## config.mk

```make
export PLATFORM = sky130hd
export DESIGN_NAME = axis_downsizer
export DESIGN_NICKNAME = d
export VERILOG_FILES = /design/src/rtl/axis_downsizer.sv
export SDC_FILE = /design/constraint.sdc
export NUM_CORES = 1
export LEC_CHECK = 0
export CORE_MARGIN = 1
export CORE_UTILIZATION = 35
export CTS_CLUSTER_DIAMETER = 120
export DETAILED_ROUTE_END_ITERATION = 16
export HOLD_SLACK_MARGIN = 0.05
export PLACE_DENSITY = 0.68
export SETUP_SLACK_MARGIN = 0.3
export SLEW_MARGIN = 5
export SYNTH_ARGS = -nofsm -noshare
export SYNTH_HDL_FRONTEND = slang
export SYNTH_SLANG_ARGS = --single-unit
```

## constraint.sdc

```tcl
create_clock -name clk -period 6.5 [get_ports clk]
set_input_delay 1.3 -clock clk [delete_from_list [all_inputs] [get_ports clk]]
set_output_delay 1.3 -clock clk [all_outputs]
set_load 0.02 [all_outputs]
```

## src/rtl/axis_downsizer.sv

```systemverilog
// AXI-Stream width down-converter: each accepted wide word is replayed as
// RATIO narrow beats, least-significant slice first, with no bubbles between words.
module axis_downsizer #(
  parameter int AXIS_I_BYTES = 4,
  parameter int AXIS_O_BYTES = 1
) (
  input  logic                      clk,
  input  logic                      sresetn,
  output logic                      axis_i_tready,
  input  logic                      axis_i_tvalid,
  input  logic                      axis_i_tlast,
  input  logic [AXIS_I_BYTES*8-1:0] axis_i_tdata,
  input  logic                      axis_o_tready,
  output logic                      axis_o_tvalid,
  output logic                      axis_o_tlast,
  output logic [AXIS_O_BYTES*8-1:0] axis_o_tdata
);

  localparam int O_BYTES_SAFE = (AXIS_O_BYTES <= 0) ? 1 : AXIS_O_BYTES;
  localparam int RATIO_RAW    = AXIS_I_BYTES / O_BYTES_SAFE;
  localparam int RATIO        = (RATIO_RAW < 1) ? 1 : RATIO_RAW;
  localparam int OW           = O_BYTES_SAFE * 8;
  localparam int IDX_W        = (RATIO > 1) ? $clog2(RATIO) : 1;
  localparam logic [IDX_W-1:0] LAST_IDX = IDX_W'(RATIO - 1);

  if ((AXIS_O_BYTES <= 0) || (AXIS_I_BYTES % O_BYTES_SAFE != 0)) begin : gBadParams
    $error("axis_downsizer: AXIS_I_BYTES must be a non-zero multiple of AXIS_O_BYTES");
  end

  logic [RATIO-1:0][OW-1:0] bufData_q, bufData_d;
  logic                     bufLast_q, bufLast_d;
  logic                     full_q, full_d;
  logic [IDX_W-1:0]         idx_q, idx_d;
  logic                     atLast;
  logic                     inXfer;
  logic                     outXfer;

  assign atLast        = (idx_q == LAST_IDX);
  assign axis_i_tready = !full_q || (axis_o_tready && atLast);
  assign inXfer        = axis_i_tvalid && axis_i_tready;
  assign outXfer       = full_q && axis_o_tready;

  assign axis_o_tvalid = full_q;
  assign axis_o_tdata  = bufData_q[idx_q];
  assign axis_o_tlast  = bufLast_q && atLast;

  // A load takes priority: it covers both the empty case and refilling while the final slice leaves.
  always_comb begin
    full_d    = full_q;
    idx_d     = idx_q;
    bufData_d = bufData_q;
    bufLast_d = bufLast_q;
    if (inXfer) begin
      bufData_d = axis_i_tdata;
      bufLast_d = axis_i_tlast;
      full_d    = 1'b1;
      idx_d     = '0;
    end else if (outXfer && atLast) begin
      full_d = 1'b0;
      idx_d  = '0;
    end else if (outXfer) begin
      idx_d = idx_q + IDX_W'(1);
    end
  end

  always_ff @(posedge clk) begin
    if (!sresetn) begin
      full_q <= 1'b0;
      idx_q  <= '0;
    end else begin
      full_q <= full_d;
      idx_q  <= idx_d;
    end
  end

  // The holding register is qualified by full_q, so it needs no reset.
  always_ff @(posedge clk) begin
    bufData_q <= bufData_d;
    bufLast_q <= bufLast_d;
  end

endmodule
```

==> Implementation_results.wiki <==
{| class="wikitable"
! Metric !! Value
|-
| Routability-driven placement congestion ratio || between 0.6 and 0.7
|-
| Clock transition at the register clock pins on the worst setup and hold paths after CTS || around 0.060 ns
|-
| Share of cells above drive strength 1 || 16.52%
|-
| Total via count after detailed routing || 750
|-
| Clock tree from TritonCTS || built
|-
| Total routing usage reported by global routing || 12.46%
|-
| Reg power frac || 57.4%
|-
| Power density over the cells || 241.4 nW/um^2
|-
| Die Footprint || 4147 sq um
|-
| Status || complete, no violations
|-
| Gate Count Post-Synth || 61
|-
| Core Rows || 22
|-
| Start-to-end type of the worst setup path || primary input to primary output
|-
| Hold wc startpoint || axis_o_tvalid
|-
| Maximum number of pins on one net before global-route repair || 21
|-
| Post-synthesis to final-layout area growth || 44.63%
|-
| Placed Cells incl. Taps || 155
|-
| Count of pins over their slew limit || 0
|-
| Setup violation total in the final timing report || 0
|-
| Beginning of the worst register-to-register path || idx_q[0]
|-
| Clock Tree Buf Depth || 2
|-
| Setup crit start || axis_o_tready
|-
| Clock latency of the later-clocked register in the worst-skew pair || ~0.28 ns
|-
| Final antenna-violating net count || 0
|-
| Clock Root Buffer || sky130_fd_sc_hd__clkbuf_8
|-
| Highest Clock Rate || 246.1 MHz
|-
| Initial core utilization || between 30 and 40%
|-
| Total area of multi-input combinational cells || ~290 sq um
|-
| Wire length of the first global-routing pass || 3525 um
|-
| Post-CTS Repair Setup Buffers || 0
|-
| Total negative setup slack || 0 ns
|-
| Post-route insts no fill || 163
|-
| Cell variety after synth || 20
|-
| DRC marker count from the first detailed-route iteration || 32
|-
| RSZ-0062 raised after global routing || false
|-
| Maximum fanout along the worst path || 5
|-
| Area leader, netlist || sky130_fd_sc_hd__edfxtp_1
|-
| WP data required || 5.20 ns
|-
| Portion of the post-synthesis area used by sequential elements || 77.13%
|-
| Layout Skew || 0.004037 ns
|-
| Fraction of power consumed by the clock network || 30.9%
|-
| Max transition margin || 53.44%
|-
| Worst ir drop on vdd || 0.1637 mV
|-
| Final core area utilization || 53.43%
|-
| Sw Ratio || 20.60%
|-
| Power share of the combinational group || 11.7%
|-
| Class of the most critical hold timing path || flop to flop
|-
| Syn avg cell area || 22.34 sq um
|-
| Number of inserted filler cells in the final layout || 323
|-
| Proportion of netlist area held by the largest area contributor || 72.73%
|-
| Routed vias/inst || 4.601
|-
| DRC violation count after routing || 0
|-
| Clock net sink count || 36
|-
| Detailed placer's ending HPWL || 1788 um
|-
| Detailed-routing iteration count for the pre-antenna-repair pass || 3
|-
| Vertical extent of the die || 64.40 um
|-
| Area of the mapped netlist || 1363 sq um
|-
| Number of register bits inferred by synthesis || 36
|-
| Vias in the first global route || 789
|-
| Endpoint kind of the worst setup timing path || primary output
|-
| Storage cell area || 1051 sq um
|-
| Synthesis warning total || 0
|-
| Clock H-tree levels || 2
|-
| Dominant cells by area after synthesis || sky130_fd_sc_hd__edfxtp_1 (73%), sky130_fd_sc_hd__mux4_2 (13%), sky130_fd_sc_hd__dfxtp_1 (4.4%)
|-
| Number of resized instances in the post-cts repair step || 0
|-
| Post-layout total power || 0.0004757 W
|-
| Net Sw Power || a little under 0.0001 W
|-
| Number of CTS-inserted buffers || 5
|-
| Worst hold slack || 0.5666 ns
|-
| Period Utilization, post-route || 62.52%
|-
| Total I/O pin count || 48
|-
| Horizontal die dimension || 64.40 um
|-
| Final critical path time including I/O delays and setup || 4.064 ns
|-
| Core region area || 3689 sq um
|-
| Final-report hold violation count || 0
|-
| Initial antenna violation count || 0
|-
| Static power due to leakage || 0.6557 nW
|-
| Routed WL per cell || 14.74 um
|-
| Final WL || 2402 um
|-
| Critical Path Start Type || primary input
|-
| Total gr overflow || 0
|-
| Mapped Nets || 99
|-
| Internal power component || 0.0003777 W
|-
| Post-CTS Hold Buffers || 0
|-
| Worst Tran Pin Value || 0.6953 ns
|-
| Number of input and output port buffers inserted || 47
|-
| Number of diodes added for antenna fixing || 0
|-
| Arrival time worst endpoint || 2.76 ns
|-
| Number of max-capacitance violations reported || 0
|-
| Net count of the finished layout || 152
|}
worst max-delay path, cell delays in order:
cell and delay (ns):
sky130_fd_sc_hd__clkdlybuf4s50_1 0.47, sky130_fd_sc_hd__a21boi_0 0.37, sky130_fd_sc_hd__inv_1 0.08, sky130_fd_sc_hd__clkdlybuf4s50_1 0.55
synth_stat cells:
cell type and n:
sky130_fd_sc_hd__dfxtp_1 3, sky130_fd_sc_hd__nor2b_1 1, sky130_fd_sc_hd__nand2_1 1, sky130_fd_sc_hd__edfxtp_1 33
sky130_fd_sc_hd__a21boi_0 1, sky130_fd_sc_hd__clkbuf_2 1, sky130_fd_sc_hd__and3b_2 1, sky130_fd_sc_hd__and4bb_2 1
sky130_fd_sc_hd__nand3_1 1, sky130_fd_sc_hd__o22ai_1 1, sky130_fd_sc_hd__ha_1 1, sky130_fd_sc_hd__o31a_1 1
sky130_fd_sc_hd__nor3b_1 1, sky130_fd_sc_hd__buf_6 1, sky130_fd_sc_hd__mux4_2 8, sky130_fd_sc_hd__and2_1 1
sky130_fd_sc_hd__inv_1 1, sky130_fd_sc_hd__o21a_1 1, sky130_fd_sc_hd__mux2_2 1, sky130_fd_sc_hd__nand2b_1 1
stage by stage:
stage / setup slack, ns / instance area [sq um]
after floorplan: 3.151 / 1363
after global placement: 2.437 / 1887
after detailed placement: 2.430 / 1887
after CTS: 2.427 / 1971
after global routing: 2.331 / 1971
final: 2.436 / 1971
state kept, by name, indices dropped and copies added (netlist names):
signal         flops
bufData_q         32
bufLast_q          1
axis_o_tvalid      1
idx_q              2
final timing paths:
path | end | slack (ns) | cells past startpoint
worst max-delay path | axis_i_tready | 2.44 | 4
worst min-delay path | idx_q[1] | 0.57 | 2
worst max register to register | bufLast_q | 3.97 | 4
worst min register to register | idx_q[1] | 0.57 | 2
power groups by stage:
| stage | sequential, W | clock, W | combinational (W) |
|---|---|---|---|
| 6_report | 0.000273 | 0.000147 | 0.0000557 |
| 5_1_grt | 0.000274 | 0.000163 | 0.0000590 |
| 4_1_cts | 0.000273 | 0.000154 | 0.0000566 |
| 3_5_place_dp | 0.000278 | 0 | 0.0000563 |
| 3_3_place_gp | 0.000277 | 0 | 0.0000553 |
| 2_1_floorplan | 0.000276 | 0 | 0.0000224 |
layout make-up:
type                    instances  share of cell area (%)
clock inverters                 2                  0.5714
repair buffers                 48                   24.25
clock buffers                   6                   3.683
inverters                       1                  0.1905
flip-flops and latches         36                   53.33
multi-input cells              22                   14.92
well taps                      48                   3.048
cells in the final DEF (no fill, tap or decap):
cell                              count
sky130_fd_sc_hd__dfxtp_1              3
sky130_fd_sc_hd__nand2_1              1
sky130_fd_sc_hd__clkinvlp_4           1
sky130_fd_sc_hd__and2_1               1
sky130_fd_sc_hd__mux2_2               1
sky130_fd_sc_hd__clkinv_1             1
sky130_fd_sc_hd__nand2b_1             1
sky130_fd_sc_hd__and4bb_2             1
sky130_fd_sc_hd__nor2b_2              1
sky130_fd_sc_hd__o31a_1               1
sky130_fd_sc_hd__o22ai_1              1
sky130_fd_sc_hd__ha_1                 1
sky130_fd_sc_hd__nor3b_1              1
sky130_fd_sc_hd__a21boi_0             1
sky130_fd_sc_hd__and3b_2              1
sky130_fd_sc_hd__clkbuf_1             1
sky130_fd_sc_hd__inv_1                1
sky130_fd_sc_hd__buf_4                1
sky130_fd_sc_hd__edfxtp_1            33
sky130_fd_sc_hd__clkbuf_8             5
sky130_fd_sc_hd__clkdlybuf4s50_1     47
sky130_fd_sc_hd__nand3_1              1
sky130_fd_sc_hd__o21a_1               1
sky130_fd_sc_hd__mux4_2               8
cell families after synthesis:
kind of cell | count (synthesis) | synth area share [%]
AOI/OAI and AO/OA | 4 | 2.205
and+or+nand+nor | 8 | 4.224
DFF | 36 | 77.14
muxes | 9 | 14.05
buffers and inverters | 3 | 1.469
adders and majority gates | 1 | 0.9181
metal layers:
| layer | vias to the layer above | share of wire [%] | wire, um | track usage (%) |
|---|---|---|---|---|
| met5 | - | 0 | 0 | 0 |
| met4 | 0 | 1.4 | 33 | 6.667 |
| met3 | 2 | 8.0 | 192 | 6.071 |
| met2 | 32 | 52 | 1240 | 19.47 |
| met1 | 360 | 39 | 936 | 13.92 |
| li1 | 356 | - | - | - |
No activity file was read; power rests on OpenSTA's default activity.
